==> config.mk <==
export PLATFORM = sky130hd
export DESIGN_NAME = hmac_msg_feeder
export DESIGN_NICKNAME = d
export VERILOG_FILES = /design/src/rtl/hmac_pkg.sv /design/src/rtl/hmac_msg_feeder_pad_mask.sv /design/src/rtl/hmac_msg_feeder.sv
export SDC_FILE = /design/constraint.sdc
export NUM_CORES = 2
export LEC_CHECK = 0
export BUFFER_PORTS_ARGS = -buffer_cell sky130_fd_sc_hd__buf_4
export CAP_MARGIN = 5
export CORE_AREA = 8 8 406 408
export DETAILED_ROUTE_END_ITERATION = 10
export DIE_AREA = 0 0 414 416
export PLACE_DENSITY = 0.54
export SYNTH_ARGS = -nofsm -noshare
export SYNTH_HDL_FRONTEND = slang
export SYNTH_SLANG_ARGS = --single-unit
==> constraint.sdc <==
create_clock -name clk -period 3.4 [get_ports clk]
set_clock_uncertainty 0.1 [all_clocks]
set_input_delay 0.34 -clock clk [delete_from_list [all_inputs] [get_ports clk]]
set_output_delay 0.34 -clock clk [all_outputs]
set_load 0.05 [all_outputs]
==> src/rtl/hmac_pkg.sv <==
// Shared constants and types for the HMAC-384 wrapper message path.
package hmac_pkg;

  localparam int         HMAC_BLOCK_BYTES     = 128;
  localparam int         HMAC_LEN_FIELD_BYTES = 16;
  localparam logic [7:0] HMAC_PAD_BYTE        = 8'h80;

  typedef enum logic [2:0] {
    ST_IDLE  = 3'd0,
    ST_FILL  = 3'd1,
    ST_PAD   = 3'd2,
    ST_ISSUE = 3'd3,
    ST_WAIT  = 3'd4,
    ST_TAG   = 3'd5
  } feeder_state_e;

endpackage

==> src/rtl/hmac_msg_feeder_pad_mask.sv <==
// Padding geometry for the block that carries (or follows) the last message word.
// With last=1, the data ends at byte 4*wptr+in_bytes. Bytes before that are kept,
// 0x80 goes at that position if it is inside the block, and the length field fits
// only if the 0x80 lands at or before byte 111. With last=0, the block holds no
// message data, so nothing is kept and the length field always fits.
module hmac_pad_mask
  import hmac_pkg::*;
(
  input  logic [4:0]   wptr,
  input  logic [2:0]   in_bytes,
  input  logic         last,
  output logic [127:0] keep,
  output logic [6:0]   pad_pos,
  output logic         pad_in_blk,
  output logic         fits_len
);

  logic [7:0] data_end;

  // Derive the keep mask, the 0x80 position and whether the length still fits.
  always_comb begin
    data_end = {1'b0, wptr, 2'b00} + {5'b0, in_bytes};
    keep     = '0;
    for (int b = 0; b < HMAC_BLOCK_BYTES; b++) begin
      keep[b] = last && (8'(b) < data_end);
    end
    pad_pos    = data_end[6:0];
    pad_in_blk = last && !data_end[7];
    fits_len   = !last ||
                 (data_end < 8'(HMAC_BLOCK_BYTES - HMAC_LEN_FIELD_BYTES));
  end

endmodule

==> src/rtl/hmac_msg_feeder.sv <==
// Packs a 32-bit big-endian word stream into 1024-bit SHA-384 blocks, applies the
// 0x80 / zero / 128-bit length padding and hands each block to the HMAC core with
// an init or next command, pacing itself on core_ready.
module hmac_msg_feeder
  import hmac_pkg::*;
#(
  parameter int LEN_OFFSET = 1024,
  parameter int LEN_W      = 64
) (
  input  logic          clk,
  input  logic          reset_n,
  input  logic          start,
  input  logic          in_valid,
  output logic          in_ready,
  input  logic [31:0]   in_data,
  input  logic          in_last,
  input  logic [2:0]    in_bytes,
  output logic [1023:0] core_block,
  output logic          core_init,
  output logic          core_next,
  input  logic          core_ready,
  input  logic          core_tag_valid,
  output logic          busy,
  output logic          done
);

  feeder_state_e state;
  logic [1023:0] blk;
  logic [1023:0] pad_block;
  logic [127:0]  len_field;
  logic [LEN_W-1:0] cnt;
  logic [4:0]    wptr;
  logic [2:0]    last_bytes;
  logic          first_blk;
  logic          final_blk;
  logic          pad_pend;
  logic          pad_defer;
  logic          wait_cnt;
  logic          tag_q;
  logic          tag_pend;
  logic          tag_rise;

  logic [127:0]  keep;
  logic [6:0]    pad_pos;
  logic          pad_in_blk;
  logic          fits_len;

  // During the overflow block (pad_pend) there is no message data left in it.
  hmac_pad_mask u_pad_mask (
    .wptr       (wptr),
    .in_bytes   (last_bytes),
    .last       (!pad_pend),
    .keep       (keep),
    .pad_pos    (pad_pos),
    .pad_in_blk (pad_in_blk),
    .fits_len   (fits_len)
  );

  assign core_block = blk;
  assign busy       = (state != ST_IDLE);
  assign in_ready   = (state == ST_FILL);
  assign tag_rise   = core_tag_valid && !tag_q;

  // Build the padded version of the current block, including the length field when it fits.
  always_comb begin
    pad_block = '0;
    len_field = '0;
    len_field[LEN_W-1:0] = cnt + LEN_W'(LEN_OFFSET);
    for (int b = 0; b < HMAC_BLOCK_BYTES; b++) begin
      if (keep[b]) begin
        pad_block[1023-8*b -: 8] = blk[1023-8*b -: 8];
      end else if (pad_in_blk && (pad_pos == 7'(b))) begin
        pad_block[1023-8*b -: 8] = HMAC_PAD_BYTE;
      end
    end
    if (pad_pend && pad_defer) begin
      pad_block[1023 -: 8] = HMAC_PAD_BYTE;
    end
    if (fits_len) begin
      pad_block[127:0] = len_field;
    end
  end

  // Main sequencer: word capture, padding, command issue, core pacing and tag wait.
  always_ff @(posedge clk or negedge reset_n) begin
    if (!reset_n) begin
      state      <= ST_IDLE;
      blk        <= '0;
      cnt        <= '0;
      wptr       <= '0;
      last_bytes <= '0;
      first_blk  <= 1'b1;
      final_blk  <= 1'b0;
      pad_pend   <= 1'b0;
      pad_defer  <= 1'b0;
      wait_cnt   <= 1'b0;
      tag_q      <= 1'b0;
      tag_pend   <= 1'b0;
      core_init  <= 1'b0;
      core_next  <= 1'b0;
      done       <= 1'b0;
    end else begin
      core_init <= 1'b0;
      core_next <= 1'b0;
      done      <= 1'b0;
      tag_q     <= core_tag_valid;
      case (state)
        ST_IDLE: begin
          first_blk <= 1'b1;
          cnt       <= '0;
          if (start) begin
            state     <= ST_FILL;
            blk       <= '0;
            wptr      <= '0;
            final_blk <= 1'b0;
            pad_pend  <= 1'b0;
            pad_defer <= 1'b0;
            tag_pend  <= 1'b0;
          end
        end
        ST_FILL: begin
          if (in_valid) begin
            blk[1023-32*int'(wptr) -: 32] <= in_data;
            cnt <= cnt + LEN_W'({in_bytes, 3'b000});
            if (in_last) begin
              last_bytes <= in_bytes;
              state      <= ST_PAD;
            end else if (wptr == 5'd31) begin
              final_blk <= 1'b0;
              state     <= ST_ISSUE;
            end else begin
              wptr <= wptr + 5'd1;
            end
          end
        end
        ST_PAD: begin
          blk       <= pad_block;
          final_blk <= fits_len;
          pad_pend  <= !fits_len;
          pad_defer <= pad_pend ? 1'b0 : !pad_in_blk;
          state     <= ST_ISSUE;
        end
        ST_ISSUE: begin
          if (core_ready) begin
            core_init <= first_blk;
            core_next <= !first_blk;
            first_blk <= 1'b0;
            wait_cnt  <= 1'b0;
            state     <= ST_WAIT;
          end
        end
        ST_WAIT: begin
          if (final_blk && tag_rise) begin
            tag_pend <= 1'b1;
          end
          if (!wait_cnt) begin
            wait_cnt <= 1'b1;
          end else if (core_ready) begin
            if (final_blk) begin
              state <= ST_TAG;
            end else if (pad_pend) begin
              state <= ST_PAD;
            end else begin
              state <= ST_FILL;
              wptr  <= '0;
              blk   <= '0;
            end
          end
        end
        ST_TAG: begin
          if (tag_pend || tag_rise) begin
            done     <= 1'b1;
            tag_pend <= 1'b0;
            state    <= ST_IDLE;
          end
        end
        default: state <= ST_IDLE;
      endcase
    end
  end

endmodule

## Yosys cells after proc, flatten, opt, wreduce, memory -nomap -nowiden

Cells that the tools add are included.
Widths: inputs -> output; s select.

| storage, ports and cells | value |
|---|---|
| register bits after elaboration | 1,109 |
| output and inout port bits | 1,029 |
| word-level logic and storage cells | 1,277 |

| cells by class | value |
|---|---|
| add/sub/neg operators | 6 |
| magnitude comparators | 129 |
| eq/ne operators | 274 |
| shift operators | 2 |
| mux-type cells | 308 |
| reductions and logical operators | 416 |

Operators with widths:

| cell | count |
|---|---|
| $mux 1024 | 6 |
| $pmux 1024 s4 | 1 |
| $mux 8 | 257 |
| $shift 32x33->1055 const A | 1 |
| $shiftx 32x33->1055 | 1 |
| $bwmux 1024 | 1 |
| $reduce_and 8->1 | 128 |
| $lt 7x8->1 const A | 64 |
| $eq 7x7->1 const B | 64 |
| $logic_and 1x1->1 | 260 |
| $lt 6x8->1 const A | 32 |
| $ne 2x2->1 const B | 122 |
| $eq 7x6->1 const B | 32 |
| $lt 5x8->1 const A | 16 |
| $mux 128 | 1 |
| $pmux 64 s2 | 1 |
| $eq 7x5->1 const B | 16 |
| $add 64x11->64 const B | 1 |
| $add 64x6->64 | 1 |
| $lt 4x8->1 const A | 8 |
| $mux 64 | 1 |
| $eq 7x4->1 const B | 8 |
| $ne 3x3->1 const B | 17 |
| $mux 5 | 8 |
| 37 further kinds | 88 |

## Depth between registers and ports, before layout

| logic depth | value |
|---|---|
| depth after elaboration | 8 |
| mapped depth | 13 |
| mapped depth without buffers | 9 |

## Modules after synthesis

A second synthesis with hierarchy kept.

| second synthesis, totals | value |
|---|---|
| cells, all modules | 4,391 |
| area, all modules | 48,181.2 µm² |

Modules (own cells, without submodules):

| module | times used | cells an instance | area an instance (µm²) | seq. area each (µm²) |
|---|---|---|---|---|
| hmac_msg_feeder | 1 | 4,098 | 46,582.2 | 27,677.8 |
| hmac_pad_mask | 1 | 293 | 1,599.0 | 0.0 |

## Least setup slack after synthesis

OpenSTA, ideal clock, no wires.

| path | value |
|---|---|
| path type | register -> register |
| start point | register wptr[0] |
| end point | register blk[952] (netlist: core_block[952]) |
| setup time | 133 ps |
| data arrival time | 3,010 ps |
| slack | 157 ps |
| stages on the path, launching flop included | 13 |
| cell sequence | dfrtp_1 clkbuf_1 inv_2 clkbuf_1 clkbuf_1 ha_1 clkbuf_1 nor2b_1 nand2_1 buf_1 nor3_4 mux2i_1 nor2_1 |

| between the ends | value |
|---|---|
| cells in the longest elaborated chain, start to end | 6 |

RTL lines:

| what | line | source |
|---|---|---|
| from (decl) | hmac_msg_feeder.sv:32 | `logic [4:0] wptr;` |
| from (signal assigned) | hmac_msg_feeder.sv:132 | `wptr <= wptr + 5'd1;` |
| $sub 10x10->11 | hmac_msg_feeder.sv:123 | `blk[1023-32*int'(wptr) -: 32] <= in_data;` |
| $neg 11->33 | hmac_msg_feeder.sv:123 |  |
| $shiftx 32x33->1055 / $shift 32x33->1055 (equally long branches) | hmac_msg_feeder.sv:123 |  |
| $bwmux 1024 | hmac_msg_feeder.sv:123 |  |
| $mux 1024 | hmac_msg_feeder.sv:122 | `if (in_valid) begin` |
| $pmux 1024 s4 | hmac_msg_feeder.sv:107 | `case (state)` |
| to (signal, indexed assignment) | hmac_msg_feeder.sv:123 |  |
| to (signal assigned) | hmac_msg_feeder.sv:137 | `blk <= pad_block;` |
| to (decl) | hmac_msg_feeder.sv:28 | `logic [1023:0] blk;` |

Parallel ways exist; a longest one is shown, timed or not. The select of a mux whose other input is x is not followed.
A chain may end at the register's enable or synchronous reset.

## Worst setup path in the final report

| path | value |
|---|---|
| start point | register pad_pend |
| end point | register blk[800] (netlist: core_block[800]) |

| between the ends | value |
|---|---|
| cells in the longest elaborated chain, start to end | 4 |

RTL lines:

| what | line | source |
|---|---|---|
| from (decl) | hmac_msg_feeder.sv:36 | `logic pad_pend;` |
| from (signal assigned) | hmac_msg_feeder.sv:139 | `pad_pend <= !fits_len;` |
| $logic_not 1->1 | hmac_msg_feeder.sv:52 | `.last (!pad_pend),` |
| $logic_and 1x1->1 | hmac_msg_feeder_pad_mask.sv:25 | `keep[b] = last && (8'(b) < data_end);` |
| $ne 2x2->1 (no source line) | -- |  |
| $reduce_and 8->1 (no source line) * | -- |  |

Every way passes the cells marked *; elsewhere a longest branch is shown, timed or not.

==> results_dict.tcl <==
set metrics [dict create \
    crit_path_end_kind "flop" \
    place_area_sq_um 63700 \
    finalHoldViolCount 0 \
    reg2reg_slack_ps -7 \
    ctsRootBufferMaster "clkbuf_16" \
    synth_common_cells "1,105 x dfrtp_1, 577 x nor2_1, 421 x a22o_1" \
    required_ps 3950 \
    crit_top_cell "buf_4" \
    hpwl_microns 223000 \
    start_kind "flop" \
    swShare 0.460 \
    maxCapViolCount 0 \
    ys_seq_area_frac 0.556 \
    p_comb_frac 0.470 \
    grt_overflow 0 \
    wl_per_cell_microns 34.6 \
    clk-insertion-delay-late_ps 790 \
    power_density_nw_per_um2 797 \
    syn_nets 4729 \
    status "complete, but fails checks" \
    intPower_w 0.0295 \
    p_leak_nw 32.2 \
    synth_edf_count 0 \
    synth.most_common_cell "dfrtp_1" \
    drc_errors 0 \
    drt-pass1-iter-count 6 \
    ys_warn_count 0 \
    fin_area_sq_um 68600 \
    synth_largest_area_cell "dfrtp_1" \
    r2r_end "core_block[800]" \
    grt_pass1_vias 47200 \
    area_delta_synth_final_pct 37.9 \
    critPathMaxFanout 9 \
    setup_slack_ps -7.40 \
    via_per_inst 5.82 \
    rows 147 \
    cp_slowest_cell "o31ai_1" \
    syn-cell-area_sq_um 49800 \
    h-tree-depth 4 \
    cp_cell_sequence "nand4bb_4, a32oi_1, buf_4, nand2_2, buf_4, o31ai_1, nand2_1, o2bb2ai_1" \
    synth_top_area_share 0.556 \
    synthFlopType "dfrtp_1" \
    numCtsBuffers 132 \
    power.total_w 0.0546 \
    die_h_microns 416 \
    rsz0062_at_grt "false" \
    min_period_ps 3410 \
    die_x_microns 414 \
    core_area_sq_um 159000 \
    tritoncts "built" \
    syn-instance-count 4673 \
    synthArstFlopShare 1.00 \
    failed_checks "setup timing" \
    gr-usage-all-layers 0.318 \
    min_period_over_period 1.00 \
    power_switching_w 0.0251 \
    routabilityCongestion 0.996 \
    hold_class "in -> async" \
    r2r_cells 8 \
    finalSetupViolCount 1 \
    drive_above_1_share 0.306 \
    timing.rr.start "pad_pend" \
    portBuffers 1070 \
    nets 6158 \
    crit_type "reg -> reg" \
    wl_microns 287000 \
    vias 48300 \
    grt_pass1_wl_microns 395000 \
    avgSynthCellArea_sq_um 10.6 \
    antenna_found_initial 18 \
    drt_first_iter_violations 5563 \
    die-area_sq_um 172000 \
    path_clk_slew_ps 60 \
    fmax_mhz 293 \
    clockPowerShare 0.269 \
    synth_area_leaders "dfrtp_1 56%, a22o_1 7.4%, nor2_1 4.4%" \
    netlist-cell-type-count 100 \
    fillers 15400 \
    worstMarginPinSlew_ps 1000 \
    start_util 0.313 \
    crit_arrival_ps 3960 \
    clockBufferDepth 3 \
    vdd_drop_max_uv 629 \
    slew_violations 0 \
    synth_seq_cells 1106 \
    cts_num_sinks 1106 \
    seqPwrFrac 0.261 \
    cpPeakStageDelay_ps 700 \
    slew_headroom 0.328 \
    grt_start_max_net_pins 101 \
    num_io_pins 1071 \
    ant_nets 0 \
]
==> cells in the final DEF (no fill, tap or decap), types with 63 or more instances in the layout <==
master        n
buf_4      1485
dfrtp_1    1103
nor2_1      568
a22o_1      421
nand2_1     342
o2bb2ai_1   235
a21oi_1     213
nand3_1     210
o21ai_0     192
mux2i_1     154
clkbuf_16   135
o22ai_1      89
nor3_1       84
buf_12       63
==> sequential cells by signal, summed over array words and instances (netlist names) <==
register    flops
cnt            61
core_block   1024
core_init       1
core_next       1
done            1
final_blk       1
first_blk       1
last_bytes      3
pad_defer       1
pad_pend        1
state           3
tag_pend        1
tag_q           1
wait_cnt        1
wptr            5
==> layout make-up <==
class | count | area [sq um] | area share
Timing Repair Buffer | 1580 | 12700 | 0.186
Antenna cell | 11 | 27.5 | 0.000401
Clock inverter | 48 | 654 | 0.00954
Multi-Input combinational cell | 3256 | 21000 | 0.306
Tap cell | 2086 | 2610 | 0.0380
Inverter | 26 | 100 | 0.00146
Sequential cell | 1106 | 27700 | 0.404
Clock buffer | 183 | 3790 | 0.0552
==> critical path: cells and delay by family, from the launching register on <==
kind / cells / cell delay (ps)
AO/OA/AOI/OAI: 3 / 1180
AND/OR/NAND/NOR: 3 / 960
flip-flops: 1 / 540
buffers and inverters: 2 / 480
==> what timing repair did <==
action                                 CTS  global route
pin swaps                                0             1
hold buffers                            31             0
gates resized for setup                 13            11
setup buffers                            0             3
endpoints found under the hold margin  121             0
setup endpoints to repair               97           234
==> kinds of logic after synthesis <==
family	Yosys count	share of synthesized area
flops	1106	0.556
xor+xnor	98	0.0172
buf+inv	311	0.0261
compound gates	1467	0.221
simple gates	1499	0.139
fa+ha+maj	14	0.00367
mux	178	0.0364
==> through the flow <==
step | worst slack, ps | cells | hold slack [ps] | TNS (ps) | util
detailed placement | -303 | 8020 | 352 | -9610 | 0.401
finish | -7.40 | 8296 | 60.6 | -7.40 | 0.432
floorplan | 157 | 4673 | -55.6 | 0 | -
global placement | -336 | 8020 | 334 | -7950 | 0.401
global route | 3.36 | 8285 | 54.9 | 0 | 0.432
CTS | 7.17 | 8282 | 1.31 | 0 | 0.431
==> power groups by stage <==
| stage | combinational [W] | sequential [W] | clock, W |
|---|---|---|---|
| after floorplan | 0.0101 | 0.0158 | 0 |
| after global placement | 0.0248 | 0.0145 | 0 |
| after detailed placement | 0.0249 | 0.0145 | 0 |
| after CTS | 0.0251 | 0.0143 | 0.0149 |
| after global routing | 0.0265 | 0.0143 | 0.0154 |
| final | 0.0257 | 0.0143 | 0.0147 |
==> worst max-delay path by stage <==
stage	endpoint	slack [ps]	start
2_1_floorplan	core_block[952]	160	wptr[0]
3_3_place_gp	core_block[307]	-340	wptr[0]
3_5_place_dp	core_block[306]	-300	wptr[0]
4_1_cts	core_block[848]	7	wptr[0]
5_1_grt	core_block[909]	3	wptr[0]
6_report	core_block[800]	-7	pad_pend
==> layer usage <==
layer,global-route usage,routed length [microns],up-vias
met1,0.394,112000,24700
met4,0.158,16700,2
met5,0,13,-
li1,-,-,20300
met3,0.0944,25700,603
met2,0.507,133000,2690
No activity file was read; power rests on OpenSTA's default activity.
